**src/rtl/nz_pop_pkg.sv**
```systemverilog
// Shared types for the sparse activation packer: lane count, pop-count type, FSM states.
// Latency: n/a (declarations only).
// Backpressure: n/a.
package nz_pop_pkg;

  // Number of row-memory lanes filled by one write burst.
  localparam int LANES = 5;

  // Words in one burst, 0..5.
  typedef logic [2:0] pop_cnt_t;

  localparam pop_cnt_t FULL_CNT = 3'd5;

  typedef enum logic {
    FILL = 1'b0,
    HOLD = 1'b1
  } state_t;

endpackage

```
**src/rtl/nz_pop_packer_if.sv**
```systemverilog
// Stream-in / burst-out bundle of the packer (in_* word stream, mem_busy, burst fields, ovf).
// Latency: n/a (wiring only).
// Backpressure: in_ready from the packer, mem_busy from the row memory.
// Ports: master = word source and row-memory side (the environment); slave = the packer.
interface nz_pop_packer_if #(
  parameter int WORD_WIDTH = 16,
  parameter int ADDR_WIDTH = 3
);
  import nz_pop_pkg::*;

  logic                  in_valid;
  logic                  in_ready;
  logic [WORD_WIDTH-1:0] in_data;
  logic                  in_keep;
  logic                  in_last;
  logic                  mem_busy;
  pop_cnt_t              pop_num;
  logic [ADDR_WIDTH-1:0] addr;
  logic [WORD_WIDTH-1:0] data_out_0;
  logic [WORD_WIDTH-1:0] data_out_1;
  logic [WORD_WIDTH-1:0] data_out_2;
  logic [WORD_WIDTH-1:0] data_out_3;
  logic [WORD_WIDTH-1:0] data_out_4;
  logic                  row_fini;
  logic                  ovf;

  modport master (
    output in_valid, in_data, in_keep, in_last, mem_busy,
    input  in_ready, pop_num, addr, data_out_0, data_out_1, data_out_2,
           data_out_3, data_out_4, row_fini, ovf
  );

  modport slave (
    input  in_valid, in_data, in_keep, in_last, mem_busy,
    output in_ready, pop_num, addr, data_out_0, data_out_1, data_out_2,
           data_out_3, data_out_4, row_fini, ovf
  );

endinterface

```
**src/rtl/nz_pop_lane_buf.sv**
```systemverilog
// Five-slot accumulator for kept words plus a one-group staging register.
// Latency: group contents available combinationally on the completing push; stage loads at that edge.
// Backpressure: none internally; caller only pushes while it can accept a word.
// Ports: push/keep/last/din = one transferred word; stage_en = park the completing group;
//        grp_* = group completing this cycle (lane LANES-1 = oldest); stage_* = parked group.
module nz_pop_lane_buf
  import nz_pop_pkg::*;
#(
  parameter int WORD_WIDTH = 16
) (
  input  logic                             clk,
  input  logic                             rst,
  input  logic                             push,
  input  logic                             keep,
  input  logic                             last,
  input  logic [WORD_WIDTH-1:0]            din,
  input  logic                             stage_en,
  output logic                             grp_done,
  output pop_cnt_t                         grp_cnt,
  output logic [LANES-1:0][WORD_WIDTH-1:0] grp_lanes,
  output pop_cnt_t                         stage_cnt,
  output logic                             stage_last,
  output logic [LANES-1:0][WORD_WIDTH-1:0] stage_lanes
);

  logic [WORD_WIDTH-1:0] slot [LANES];
  pop_cnt_t              cnt;
  logic                  take;

  assign take = push && keep;

  // The completing word is folded in here so the group can leave on the same edge
  // it arrives, without first landing in a slot. Lanes past the count read as zero.
  always_comb begin
    grp_cnt   = cnt + pop_cnt_t'(take);
    grp_done  = push && (last || grp_cnt == FULL_CNT);
    grp_lanes = '0;
    for (int i = 0; i < LANES; i++) begin
      if (pop_cnt_t'(i) < cnt) begin
        grp_lanes[LANES-1-i] = slot[i];
      end else if (take && pop_cnt_t'(i) == cnt) begin
        grp_lanes[LANES-1-i] = din;
      end
    end
  end

  always_ff @(posedge clk or posedge rst) begin
    if (rst) begin
      cnt         <= '0;
      stage_cnt   <= '0;
      stage_last  <= 1'b0;
      stage_lanes <= '0;
      for (int i = 0; i < LANES; i++) begin
        slot[i] <= '0;
      end
    end else begin
      if (grp_done) begin
        cnt <= '0;
      end else if (take) begin
        slot[cnt] <= din;
        cnt       <= cnt + 3'd1;
      end
      if (stage_en) begin
        stage_cnt   <= grp_cnt;
        stage_last  <= last;
        stage_lanes <= grp_lanes;
      end
    end
  end

endmodule

```
**src/rtl/nz_pop_packer.sv**
```systemverilog
// Sparse-skip packer: drops unkept words, groups kept ones by 5 into row-memory write bursts.
// Latency: 1 cycle from the completing transfer to the burst (or from mem_busy falling while held).
// Backpressure: in_ready drops while a completed group waits in HOLD for mem_busy to clear.
// Ports: clk, rst (async, active-high); bus (slave side of nz_pop_packer_if).
// Build option: NZ_POP_ZERO_SKIP_EN also drops kept words whose data is zero.
module nz_pop_packer
  import nz_pop_pkg::*;
#(
  parameter int WORD_WIDTH = 16,
  parameter int ADDR_WIDTH = 3,
  parameter int RAM_DEPTH  = 1 << ADDR_WIDTH
) (
  input  logic                 clk,
  input  logic                 rst,
  nz_pop_packer_if.slave       bus
);

  localparam logic [ADDR_WIDTH:0] ROW_MAX = (ADDR_WIDTH + 1)'(RAM_DEPTH);

  state_t                             state;
  logic                               xfer;
  logic                               keep_eff;
  logic                               grp_done;
  pop_cnt_t                           grp_cnt;
  logic [LANES-1:0][WORD_WIDTH-1:0]   grp_lanes;
  pop_cnt_t                           stage_cnt;
  logic                               stage_last;
  logic [LANES-1:0][WORD_WIDTH-1:0]   stage_lanes;
  logic                               fire;
  pop_cnt_t                           b_cnt;
  logic                               b_last;
  logic [LANES-1:0][WORD_WIDTH-1:0]   b_lanes;
  logic [ADDR_WIDTH-1:0]              ptr;
  logic [ADDR_WIDTH-1:0]              ptr_nxt;
  logic [ADDR_WIDTH:0]                row_kept;
  pop_cnt_t                           pop_q;
  logic [ADDR_WIDTH-1:0]              addr_q;
  logic [LANES-1:0][WORD_WIDTH-1:0]   lanes_q;
  logic                               fini_q;
  logic                               ovf_q;

  assign bus.in_ready = (state == FILL) && !rst;
  assign xfer         = bus.in_valid && bus.in_ready;

`ifdef NZ_POP_ZERO_SKIP_EN
  assign keep_eff = bus.in_keep && (bus.in_data != '0);
`else
  assign keep_eff = bus.in_keep;
`endif

  nz_pop_lane_buf #(
    .WORD_WIDTH (WORD_WIDTH)
  ) u_lane_buf (
    .clk         (clk),
    .rst         (rst),
    .push        (xfer),
    .keep        (keep_eff),
    .last        (bus.in_last),
    .din         (bus.in_data),
    .stage_en    (grp_done && bus.mem_busy),
    .grp_done    (grp_done),
    .grp_cnt     (grp_cnt),
    .grp_lanes   (grp_lanes),
    .stage_cnt   (stage_cnt),
    .stage_last  (stage_last),
    .stage_lanes (stage_lanes)
  );

  // Burst source: the staged group while held, otherwise the group completing now.
  always_comb begin
    fire    = (state == HOLD) ? !bus.mem_busy : (grp_done && !bus.mem_busy);
    b_cnt   = (state == HOLD) ? stage_cnt   : grp_cnt;
    b_last  = (state == HOLD) ? stage_last  : bus.in_last;
    b_lanes = (state == HOLD) ? stage_lanes : grp_lanes;
    ptr_nxt = b_last ? '0 : ADDR_WIDTH'((int'(ptr) + int'(b_cnt)) % RAM_DEPTH);
  end

  always_ff @(posedge clk or posedge rst) begin
    if (rst) begin
      state    <= FILL;
      ptr      <= '0;
      row_kept <= '0;
      pop_q    <= '0;
      addr_q   <= '0;
      lanes_q  <= '0;
      fini_q   <= 1'b0;
      ovf_q    <= 1'b0;
    end else begin
      pop_q  <= '0;
      fini_q <= 1'b0;

      // Per-row kept count saturates at the depth; one more kept word is an overflow.
      if (xfer && keep_eff) begin
        if (row_kept == ROW_MAX) begin
          ovf_q <= 1'b1;
        end else begin
          row_kept <= row_kept + {{ADDR_WIDTH{1'b0}}, 1'b1};
        end
      end
      if (xfer && bus.in_last) begin
        row_kept <= '0;
      end

      case (state)
        FILL: if (grp_done && bus.mem_busy) state <= HOLD;
        HOLD: if (!bus.mem_busy) state <= FILL;
        default: state <= FILL;
      endcase

      if (fire) begin
        pop_q   <= b_cnt;
        addr_q  <= ptr;
        lanes_q <= b_lanes;
        fini_q  <= b_last;
        ptr     <= ptr_nxt;
      end
    end
  end

  assign bus.pop_num    = pop_q;
  assign bus.addr       = addr_q;
  assign bus.data_out_0 = lanes_q[0];
  assign bus.data_out_1 = lanes_q[1];
  assign bus.data_out_2 = lanes_q[2];
  assign bus.data_out_3 = lanes_q[3];
  assign bus.data_out_4 = lanes_q[4];
  assign bus.row_fini   = fini_q;
  assign bus.ovf        = ovf_q;

endmodule

```
**src/flat_wrapper.sv**
```systemverilog
// flat-port wrapper written by rule: the top's interface ports become plain ports
module nz_pop_packer_flat import nz_pop_pkg::*;
#(
  parameter int WORD_WIDTH = 16,
  parameter int ADDR_WIDTH = 3,
  parameter int RAM_DEPTH  = 1 << ADDR_WIDTH
)
  (clk, rst, bus_in_valid, bus_in_data, bus_in_keep, bus_in_last, bus_mem_busy, bus_in_ready, bus_pop_num, bus_addr, bus_data_out_0, bus_data_out_1, bus_data_out_2, bus_data_out_3, bus_data_out_4, bus_row_fini, bus_ovf);
  nz_pop_packer_if #(.WORD_WIDTH(WORD_WIDTH), .ADDR_WIDTH(ADDR_WIDTH)) bus_i ();
  input  logic clk;
  input  logic rst;
  input wire logic [$bits(bus_i.in_valid)-1:0] bus_in_valid;
  input wire logic [$bits(bus_i.in_data)-1:0] bus_in_data;
  input wire logic [$bits(bus_i.in_keep)-1:0] bus_in_keep;
  input wire logic [$bits(bus_i.in_last)-1:0] bus_in_last;
  input wire logic [$bits(bus_i.mem_busy)-1:0] bus_mem_busy;
  output wire logic [$bits(bus_i.in_ready)-1:0] bus_in_ready;
  output wire logic [$bits(bus_i.pop_num)-1:0] bus_pop_num;
  output wire logic [$bits(bus_i.addr)-1:0] bus_addr;
  output wire logic [$bits(bus_i.data_out_0)-1:0] bus_data_out_0;
  output wire logic [$bits(bus_i.data_out_1)-1:0] bus_data_out_1;
  output wire logic [$bits(bus_i.data_out_2)-1:0] bus_data_out_2;
  output wire logic [$bits(bus_i.data_out_3)-1:0] bus_data_out_3;
  output wire logic [$bits(bus_i.data_out_4)-1:0] bus_data_out_4;
  output wire logic [$bits(bus_i.row_fini)-1:0] bus_row_fini;
  output wire logic [$bits(bus_i.ovf)-1:0] bus_ovf;
  assign bus_i.in_valid = bus_in_valid;
  assign bus_i.in_data = bus_in_data;
  assign bus_i.in_keep = bus_in_keep;
  assign bus_i.in_last = bus_in_last;
  assign bus_i.mem_busy = bus_mem_busy;
  assign bus_in_ready = bus_i.in_ready;
  assign bus_pop_num = bus_i.pop_num;
  assign bus_addr = bus_i.addr;
  assign bus_data_out_0 = bus_i.data_out_0;
  assign bus_data_out_1 = bus_i.data_out_1;
  assign bus_data_out_2 = bus_i.data_out_2;
  assign bus_data_out_3 = bus_i.data_out_3;
  assign bus_data_out_4 = bus_i.data_out_4;
  assign bus_row_fini = bus_i.row_fini;
  assign bus_ovf = bus_i.ovf;
  nz_pop_packer #(.WORD_WIDTH(WORD_WIDTH), .ADDR_WIDTH(ADDR_WIDTH), .RAM_DEPTH(RAM_DEPTH)) u_core (.clk(clk), .rst(rst), .bus(bus_i));
endmodule
```
**config.mk**
```make
export PLATFORM = sky130hd
export DESIGN_NAME = nz_pop_packer_flat
export DESIGN_NICKNAME = d
export VERILOG_FILES = /design/src/rtl/nz_pop_pkg.sv /design/src/rtl/nz_pop_packer_if.sv /design/src/rtl/nz_pop_lane_buf.sv /design/src/rtl/nz_pop_packer.sv /design/src/flat_wrapper.sv
export SDC_FILE = /design/constraint.sdc
export NUM_CORES = 1
export LEC_CHECK = 0
export CAP_MARGIN = 20
export CORE_AREA = 4 4 213 215
export CTS_BUF_LIST = sky130_fd_sc_hd__clkbuf_2
export CTS_CLUSTER_DIAMETER = 150
export DETAILED_ROUTE_END_ITERATION = 6
export DIE_AREA = 0 0 217 219
export REMOVE_ABC_BUFFERS = 1
export SLEW_MARGIN = 20
export SYNTH_ARGS = -nofsm -noshare
export SYNTH_HDL_FRONTEND = slang
export SYNTH_SLANG_ARGS = --single-unit
```
**constraint.sdc**
```tcl
create_clock -name clk -period 8.4 [get_ports clk]
set_input_delay 1.68 -clock clk [delete_from_list [all_inputs] [get_ports clk]]
set_output_delay 1.68 -clock clk [all_outputs]
set_load 0.02 [all_outputs]
```
# After elaboration in Yosys (flattened, before gate mapping)
# Cells that the tools add are included.
dict set report word_totals {
  regBits 263
  input_bits 22
  output_inout_bits 89
  elab_cells 96
}
dict set report classes {
  n_addsub 4
  order_cmp 7
  n_eq_ne 7
  n_mux 28
  bitwise 3
  n_reduce_logical 22
}
# operator count
set op_table {}
lappend op_table {{2-to-1 mux 16 bit} 11}
lappend op_table {{bitwise mux 80 bit} 1}
lappend op_table {{2-to-1 mux 80 bit} 1}
lappend op_table {{demux 16 bit (select 3 bit)} 1}
lappend op_table {{2-to-1 mux 3 bit} 5}
lappend op_table {{logical AND 1 bit} 13}
lappend op_table {{2-to-1 mux 4 bit} 3}
lappend op_table {{== test 2 x 3 -> 1 bit (first input constant)} 2}
lappend op_table {{less-than comparator 1 x 3 -> 1 bit (first input constant)} 2}
lappend op_table {{less-than comparator 2 x 3 -> 1 bit (first input constant)} 2}
lappend op_table {{AND reduction 2 bit} 3}
lappend op_table {{2-to-1 mux 1 bit} 5}
lappend op_table {{adder 4 x 1 -> 4 bit (second input constant)} 1}
lappend op_table {{== test 4 bit (second input constant)} 1}
lappend op_table {{greater-or-equal comparator 4 bit (second input constant)} 1}
lappend op_table {{less-than comparator 4 x 1 -> 1 bit (second input constant)} 1}
lappend op_table {{NOT 3 -> 4 bit} 1}
lappend op_table {{nonzero test 2 bit} 2}
lappend op_table {{adder 3 x 1 -> 3 bit} 1}
lappend op_table {{adder 3 x 1 -> 3 bit (second input constant)} 1}
lappend op_table {{adder 3 bit} 1}
lappend op_table {{== test 1 x 3 -> 1 bit (first input constant)} 1}
lappend op_table {{== test 3 bit (first input constant)} 1}
lappend op_table {{== test 3 bit (second input constant)} 1}
lappend op_table {{other kinds (7)} 9}

# Longest topological paths before layout
# Gate-level depths: netlist of the first run.
dict set report depth {
  ltp_word 11
  ltp_mapped 13
}

# Modules after synthesis
# A second synthesis of the first run with hierarchy kept.
dict set report hier_totals {
  hier_cells 928
  area_unflattened_um2 11881.4
}
# module n_inst cells_per_inst area_per_inst_um2 seq_area_each_um2
set by_module_without_submodules {}
lappend by_module_without_submodules {nz_pop_lane_buf 1 503 7430.9 4179.0}
lappend by_module_without_submodules {nz_pop_packer 1 425 4450.5 2402.3}

# Least setup slack after synthesis of the first run
# OpenSTA, ideal clock, no wires.
dict set report synth_timing {
  path_kind {input to register}
  from {input rst}
  to {register u_core.u_lane_buf.slot[48] in the netlist's numbering}
  setup_time_ns 0.128
  arrival_ns 4.060
  required_ns 8.272
  setup_slack_ns 4.212
  cell_stages 11
  path_buffers 3
  cell_sequence {nand4bb_4 inv_2 buf_4 buf_2 ha_1 ha_1 nor2b_1 a21oi_2 o2111ai_4 buf_2 mux2_1}
}
dict set report synth_via {
  elab_chain_len 10
}
# item line
set synth_rtl {}
lappend synth_rtl {{start: declaration} flat_wrapper.sv:11} ;# input logic rst;
lappend synth_rtl {{zero test 1 bit} nz_pop_packer.sv:42} ;# assign bus.in_ready = (state == FILL) && !rst;
lappend synth_rtl {{logical AND 1 bit} nz_pop_packer.sv:42}
lappend synth_rtl {{logical AND 1 bit} nz_pop_packer.sv:43} ;# assign xfer = bus.in_valid && bus.in_ready;
lappend synth_rtl {{logical AND 1 bit} nz_pop_lane_buf.sv:30} ;# assign take = push && keep;
lappend synth_rtl {{adder 3 x 1 -> 3 bit} nz_pop_lane_buf.sv:35} ;# grp_cnt = cnt + pop_cnt_t'(take);
lappend synth_rtl {{named net u_core.grp_cnt[1]} nz_pop_packer.sv:24} ;# pop_cnt_t grp_cnt;
lappend synth_rtl {{== test 3 bit} nz_pop_lane_buf.sv:36} ;# grp_done = push && (last || grp_cnt == FULL_CNT);
lappend synth_rtl {{logical OR 1 bit} nz_pop_lane_buf.sv:36}
lappend synth_rtl {{logical AND 1 bit} nz_pop_lane_buf.sv:36}
lappend synth_rtl {{NOT 1 bit (no source line)} -}
lappend synth_rtl {{AND reduction 2 bit (no source line)} -}
lappend synth_rtl {{end signal: indexed assignment} nz_pop_lane_buf.sv:60} ;# slot[cnt] <= din;
lappend synth_rtl {{end: declaration} nz_pop_lane_buf.sv:26} ;# logic [WORD_WIDTH-1:0] slot [LANES];
# The timed path passes the listed nets, and every way through them passes these cells.
# A chain may end at the register's enable or synchronous reset.

# Worst setup path after layout of the first run
dict set report layout_timing {
  from {input rst}
  to {register u_core.lanes_q, in the netlist u_core.bus.data_out_2[6]}
}
dict set report layout_via {
  elab_chain_len 10
  word_cells_on_any_way 14
  classes_between {1 x add/sub; 1 x eq/ne; 4 x mux; 8 x reduce/logical}
}
# item line
set layout_rtl {}
lappend layout_rtl {{zero test 1 bit} nz_pop_packer.sv:42}
lappend layout_rtl {{logical AND 1 bit} nz_pop_packer.sv:42}
lappend layout_rtl {{logical AND 1 bit} nz_pop_packer.sv:43}
lappend layout_rtl {{logical AND 1 bit} nz_pop_lane_buf.sv:30}
lappend layout_rtl {{adder 3 x 1 -> 3 bit} nz_pop_lane_buf.sv:35}
lappend layout_rtl {{named net u_core.grp_cnt[1]} nz_pop_packer.sv:24}
lappend layout_rtl {{== test 3 bit} nz_pop_lane_buf.sv:36}
lappend layout_rtl {{logical OR 1 bit} nz_pop_lane_buf.sv:36}
lappend layout_rtl {{logical AND 1 bit} nz_pop_lane_buf.sv:36}
lappend layout_rtl {{logical AND 1 bit} nz_pop_packer.sv:71} ;# fire = (state == HOLD) ? !bus.mem_busy : (grp_done && !bus.mem_busy);
lappend layout_rtl {{2-to-1 mux 1 bit} nz_pop_packer.sv:71}
lappend layout_rtl {{end signal: assignment} nz_pop_packer.sv:113} ;# lanes_q <= b_lanes;
lappend layout_rtl {{end: declaration} nz_pop_packer.sv:38} ;# logic [LANES-1:0][WORD_WIDTH-1:0] lanes_q;
# The timed path passes the listed nets, and every way through them passes these cells.

==> impl_metrics.env, run 1 <==
export IMPL_clock_root_buffer="clkbuf_2"
export IMPL_hold_viol=0
export IMPL_syn_inst=1019
export IMPL_finalCriticalPeriod_ns=5.23
export IMPL_fin_crit_sh=0.623
export IMPL_pin_count=111
export IMPL_final_core_util=0.341
export IMPL_synth_area_leaders="dfrtp_1 (51%), mux2_2 (11%), a221o_1 (5.0%)"
export IMPL_cap_violations=0
export IMPL_clk_insertion_delay_late_ns=0.88
export IMPL_cts_buffers_inserted=74
export IMPL_syn2layout_area_growth_pct=15.9
export IMPL_rsz0062_at_grt="false"
export IMPL_fin_worst_skew_ns=0.0700
export IMPL_rows=77
export IMPL_place_congestion=0.732
export IMPL_timing_rr_end="u_core.bus.data_out_2[6]"
export IMPL_start_kind="input port"
export IMPL_ys_ff_latch=263
export IMPL_routed_wl_mm=36.2
export IMPL_grtUsageMet3=0.0402
export IMPL_worstSetupPathType="in -> reg"
export IMPL_critPathTopFamily="simple AND/OR/NAND/NOR gates"
export IMPL_cts_max_path_buffers=3
export IMPL_synth_async_reset_ratio=1.00
export IMPL_routedWlPerCell_um=20.7
export IMPL_grt_pass1_vias=9528
export IMPL_fillers=4443
export IMPL_ys_seq_area_frac=0.511
export IMPL_relSlewSlack=0.298
export IMPL_grt_overflow=0
export IMPL_status="completed"
export IMPL_cp_num_buf_inv=4
export IMPL_synth_top_area_cell="dfrtp_1"
export IMPL_cts_tree="yes"
export IMPL_core_area_um2=43700
export IMPL_setup_violations=0
export IMPL_worst_ep_required_time_ns=9.11
export IMPL_cts_resized=0
export IMPL_synth_avg_cell_area_um2=12.6
export IMPL_placedInstanceArea_um2=14300
export IMPL_cpMaxStageDelayCell="nor2_4"
export IMPL_crit_chain="clkdlybuf4s50_1 -> nand4bb_4 -> inv_2 -> buf_4 -> ha_1 -> ha_1 -> nor2b_1 -> a211oi_2 -> nor2_4 -> buf_4 -> mux2_2"
export IMPL_hold_depth=1
export IMPL_drc=0
export IMPL_cts_reportedPaths_clkPinSlew_ns=0.10
export IMPL_die_area_um2=47500
export IMPL_arrival_ns=5.94
export IMPL_drtIter0Drc=736
export IMPL_post_cts_buffers=0
export IMPL_min_path_type="reg -> reg"
export IMPL_finalMaxSlewViolations=0
export IMPL_cpPeakStageDelay_ns=0.67
export IMPL_h_tree_depth=3
export IMPL_drive_above_1_share=0.268
export IMPL_tightest_slew_ns=1.05
export IMPL_grt_max_degree=143
export IMPL_track_usage=0.149
export IMPL_viasPerCell=5.32
export IMPL_num_vias=9297
export IMPL_min_to="u_core.bus.data_out_3[3]"
export IMPL_die_w_um=217
export IMPL_reg2reg_depth=10
export IMPL_worstHoldStart="u_core.u_lane_buf.stage_lanes[51]"
export IMPL_design_area_um2=14900
export IMPL_io_buffers=110
export IMPL_cts_num_sinks=263
export IMPL_yosys_warnings=0
export IMPL_irDropWorstVdd_mv=0.114
export IMPL_reg2reg_from="u_core.state"
export IMPL_die_h_um=219
export IMPL_busiest_layer="met2"
export IMPL_grt_pass1_wl_mm=56.2
export IMPL_grt_met2_usage=0.228
export IMPL_crit_path_max_fanout=39
export IMPL_fmax_mhz=191
export IMPL_powerDensity_nw_per_um2=240
export IMPL_ys_types=61
export IMPL_rrSetupSlack_ns=4.11
export IMPL_layout_nets=1139
export IMPL_multi_input_area_um2=5630
export IMPL_met1_usage=0.203
export IMPL_synth_top_area_share=0.511
export IMPL_antenna_left=0
export IMPL_dp_hpwl_mm=21.3
export IMPL_power_leakage_nw=6.53
export IMPL_synth_area_um2=12900
export IMPL_initial_core_util=0.294
export IMPL_firstDrtPassIters=5
export IMPL_ys_flop_type="dfrtp_1"
export IMPL_register_area_um2=6590
export IMPL_cp_end_kind="flop"
export IMPL_antenna_found_initial=1
export IMPL_synth_edff_count=0
export IMPL_hold_buffers=0
==> report_power, final <==
group	switching (W)	leakage, nW	internal, W	total, W
Sequential	0.000183	3.46	0.00156	0.00174
Clock	0.000547	0.481	0.000328	0.000875
Combinational	0.000489	2.58	0.000484	0.000972
==> cell type report <==
class / count / share of cell area
antenna: 1 / 0.000168
timing repair buffer: 133 / 0.0850
inverter: 26 / 0.00737
tap: 592 / 0.0496
clock inverter: 20 / 0.00561
multi-input combinational: 610 / 0.377
clock buffer: 103 / 0.0345
sequential: 263 / 0.441
==> state kept, by name, indices dropped and copies added, names as in the netlist <==
| register | count |
|---|---|
| u_core.u_lane_buf.cnt | 3 |
| u_core.bus.row_fini | 1 |
| u_core.bus.addr | 3 |
| u_core.u_lane_buf.stage_last | 1 |
| u_core.u_lane_buf.stage_lanes | 80 |
| u_core.bus.ovf | 1 |
| u_core.u_lane_buf.stage_cnt | 3 |
| u_core.bus.pop_num | 3 |
| u_core.u_lane_buf.slot | 80 |
| u_core.bus.data_out_0 | 16 |
| u_core.bus.data_out_2 | 16 |
| u_core.bus.data_out_1 | 16 |
| u_core.state | 1 |
| u_core.bus.data_out_3 | 16 |
| u_core.bus.data_out_4 | 16 |
| u_core.row_kept | 4 |
| u_core.ptr | 3 |
==> stage by stage <==
step / hold slack [ns] / TNS [ns] / cells / total power [W] / setup WS [ns]
2_1_floorplan: 0.459 / -136.81 / 899 / 0.00232 / -0.520
3_5_place_dp: 0.472 / 0 / 1624 / 0.00274 / 2.30
5_1_grt: 0.485 / 0 / 1748 / 0.00381 / 2.99
6_report: 0.479 / 0 / 1748 / 0.00359 / 3.17
3_3_place_gp: 0.462 / 0 / 1624 / 0.00271 / 2.40
4_1_cts: 0.471 / 0 / 1747 / 0.00364 / 3.28
==> worst register-to-register path: stages (launching register included) <==
cell and delay, ns:
dfrtp_4 0.53, nand4bb_4 0.51, inv_2 0.14, buf_4 0.41, ha_1 0.25, ha_1 0.25, nor2b_1 0.34, a211oi_2 0.20
nor2_4 0.67, buf_4 0.46, mux2_2 0.39
==> cell usage in the layout (no fill, tap or decap), types with 24 or more instances in the layout <==
cell type	instances
inv_1	24
nor3b_1	32
dfrtp_1	261
mux2_1	51
clkdlybuf4s50_1	109
a221o_1	64
clkbuf_2	103
mux2_2	128
a31oi_1	48
a22o_1	33
==> per-layer routing <==
| layer | part of all wire | vias to the layer above |
|---|---|---|
| li1 | - | 4142 |
| met1 | 0.45 | 4779 |
| met2 | 0.46 | 310 |
| met3 | 0.066 | 66 |
| met4 | 0.022 | 0 |
| met5 | 0 | - |
==> Yosys cell counts, types with 5 or more instances <==
library cell / count
o41ai_1: 16
buf_2: 33
nor3b_1: 32
a221o_1: 64
a2111oi_0: 16
ha_1: 8
mux2i_1: 5
buf_4: 5
o211ai_1: 16
buf_6: 11
o21ai_0: 7
a22o_1: 33
mux2_1: 51
mux2_2: 128
nor2b_1: 18
nor2_1: 11
a41oi_1: 16
nand2_1: 23
a31oi_1: 48
mux2_4: 20
a32oi_1: 16
clkbuf_1: 68
nand4_1: 17
nor4_1: 16
inv_1: 25
dfrtp_1: 263
==> how the worst max path moves through the flow <==
stage          startpoint                  endpoint  slack (ns)  depth (start not counted)
2_1_floorplan         rst        u_core.bus.addr[0]       -0.52                          1
5_1_grt               rst  u_core.bus.data_out_2[4]        2.99                         11
6_report              rst  u_core.bus.data_out_2[6]        3.17                         11
3_3_place_gp          rst  u_core.bus.data_out_2[8]        2.40                         11
4_1_cts               rst  u_core.bus.data_out_2[6]        3.28                         11
3_5_place_dp          rst  u_core.bus.data_out_2[6]        2.30                         11
==> kinds of logic after synthesis <==
| kind of cell | share of synthesized area |
|---|---|
| flip-flops | 0.511 |
| AO/OA/AOI/OAI | 0.163 |
| multiplexers | 0.184 |
| buffers and inverters | 0.0549 |
| AND/OR/NAND/NOR | 0.0729 |
| adder cells (fa/ha/maj) | 0.00933 |
| XOR/XNOR | 0.00486 |
(Power assumes the default switching activity.)
==> run 2: changes to the inputs <==
- clock period: 8.4 -> 4.55 ns (I/O delays scaled with it)
==> run 2 against run 1 <==
Against the previous run: sequential power grew 84%; worst setup slack lost 1.8 ns; critical path depth shrank 2; via count grew 0.22%; largest power group unchanged.
==> impl_metrics.env, run 2 (synthesis results as in run 1) <==
export IMPL_status="completed"
export IMPL_routed_wl_mm=36.1
export IMPL_design_area_um2=15100
export IMPL_post_cts_buffers=0
export IMPL_drive_above_1_share=0.272
export IMPL_core_area_um2=43700
export IMPL_cts_num_sinks=263
export IMPL_grt_pass1_vias=9529
export IMPL_clk_insertion_delay_late_ns=0.87
export IMPL_fillers=4452
export IMPL_rsz0062_at_grt="false"
export IMPL_antenna_found_initial=2
export IMPL_setup_violations=0
export IMPL_worst_slack_ns=1.39
export IMPL_die_h_um=219
export IMPL_reg_top3="u_core.u_lane_buf.slot (80), u_core.u_lane_buf.stage_lanes (80)"
export IMPL_placedInstanceArea_um2=14400
export IMPL_cts_buffers_inserted=74
export IMPL_track_usage=0.151
export IMPL_register_area_um2=6590
export IMPL_grt_max_degree=113
export IMPL_h_tree_depth=3
export IMPL_fmax_mhz=316
export IMPL_cts_tree="yes"
export IMPL_powerDensity_nw_per_um2=444
export IMPL_firstDrtPassIters=5
export IMPL_final_common_cell="dfrtp_1"
export IMPL_layout_nets=1150
export IMPL_antenna_left=0
export IMPL_fin_crit_sh=0.695
export IMPL_die_area_um2=47500
export IMPL_finalMaxSlewViolations=0
export IMPL_rows=77
export IMPL_finalCriticalPeriod_ns=3.16
export IMPL_num_vias=9317
export IMPL_min_path_type="reg -> reg"
export IMPL_syn2layout_area_growth_pct=17.2
export IMPL_tightest_slew_ns=1.04
export IMPL_initial_core_util=0.294
export IMPL_hold_buffers=0
export IMPL_power_leakage_nw=6.61
export IMPL_clock_root_buffer="clkbuf_2"
export IMPL_pin_count=111
export IMPL_routedWlPerCell_um=20.4
export IMPL_die_w_um=217
export IMPL_grt_overflow=0
export IMPL_start_kind="input port"
export IMPL_arrival_ns=3.86
export IMPL_cts_max_path_buffers=3
export IMPL_grt_pass1_wl_mm=57.0
export IMPL_worstSetupPathType="in -> reg"
export IMPL_relSlewSlack=0.307
export IMPL_final_cell_mix="dfrtp_1 (261), mux2_2 (128), clkdlybuf4s50_1 (109)"
export IMPL_place_ws_ns=0.490
export IMPL_cp_end_kind="flop"
export IMPL_fin_worst_skew_ns=0.0561
export IMPL_irDropWorstVdd_mv=0.218
export IMPL_cts_resized=0
export IMPL_multi_input_area_um2=5630
export IMPL_cts_reportedPaths_clkPinSlew_ns=0.09
export IMPL_worst_ep_required_time_ns=5.25
export IMPL_drtIter0Drc=699
export IMPL_io_buffers=110
export IMPL_crit_path_max_fanout=16
export IMPL_dp_hpwl_mm=21.5
export IMPL_viasPerCell=5.28
export IMPL_cap_violations=0
export IMPL_place_congestion=0.731
export IMPL_drc=0
export IMPL_hold_viol=0
==> run 2: worst max-delay path: stages <==
cell and delay (ns):
clkdlybuf4s50_1 0.56, nand4bb_4 0.18, inv_2 0.05, ha_1 0.17
ha_1 0.23, xor2_4 0.19, a21oi_2 0.40, nand4_2 0.63
mux2_4 0.52
==> run 2: cell type report <==
type,count,share of cell area
Multi-Input combinational cell,610,0.373
Tap cell,592,0.0491
Sequential cell,263,0.436
Inverter,26,0.00696
Antenna cell,3,0.000497
Timing Repair Buffer,144,0.0920
Clock buffer,108,0.0358
Clock inverter,20,0.00680
==> run 2: worst paths after layout <==
kind	to	cells past startpoint	start	slack, ns
max reg2reg	u_core.u_lane_buf.slot[39]	8	u_core.state	1.42
max	u_core.u_lane_buf.slot[39]	9	bus_in_keep	1.39
min	u_core.bus.data_out_3[0]	1	u_core.u_lane_buf.stage_lanes[48]	0.48
max in group asynchronous	u_core.u_lane_buf.stage_lanes[64]	4	rst	2.88
min in group asynchronous	u_core.bus.pop_num[1]	3	rst	0.65
min reg2reg	u_core.bus.data_out_3[0]	1	u_core.u_lane_buf.stage_lanes[48]	0.48
==> run 2: where the power goes <==
part	internal (W)	switching, W
Sequential	0.00288	0.000338
Combinational	0.000901	0.000898
Clock	0.000686	0.00101
==> run 2: per-stage QoR <==
step | total power [W] | hold slack [ns] | util | TNS, ns | std cells
after CTS | 0.00682 | 0.356 | 0.345 | 0 | 1763
final | 0.00670 | 0.483 | 0.345 | 0 | 1766
after floorplan | 0.00428 | 0.459 | - | -1178.39 | 899
after global placement | 0.00502 | 0.463 | 0.330 | 0 | 1635
after global routing | 0.00716 | 0.371 | 0.345 | 0 | 1766
after detailed placement | 0.00508 | 0.465 | 0.330 | 0 | 1635
==> run 2: per-layer routing <==
| metal | track usage | up-vias | part of all wire |
|---|---|---|---|
| met2 | 0.232 | 345 | 0.46 |
| met3 | 0.0431 | 53 | 0.074 |
| met5 | 0 | - | 0 |
| met1 | 0.206 | 4726 | 0.44 |
| met4 | 0.0507 | 0 | 0.021 |
| li1 | - | 4193 | - |
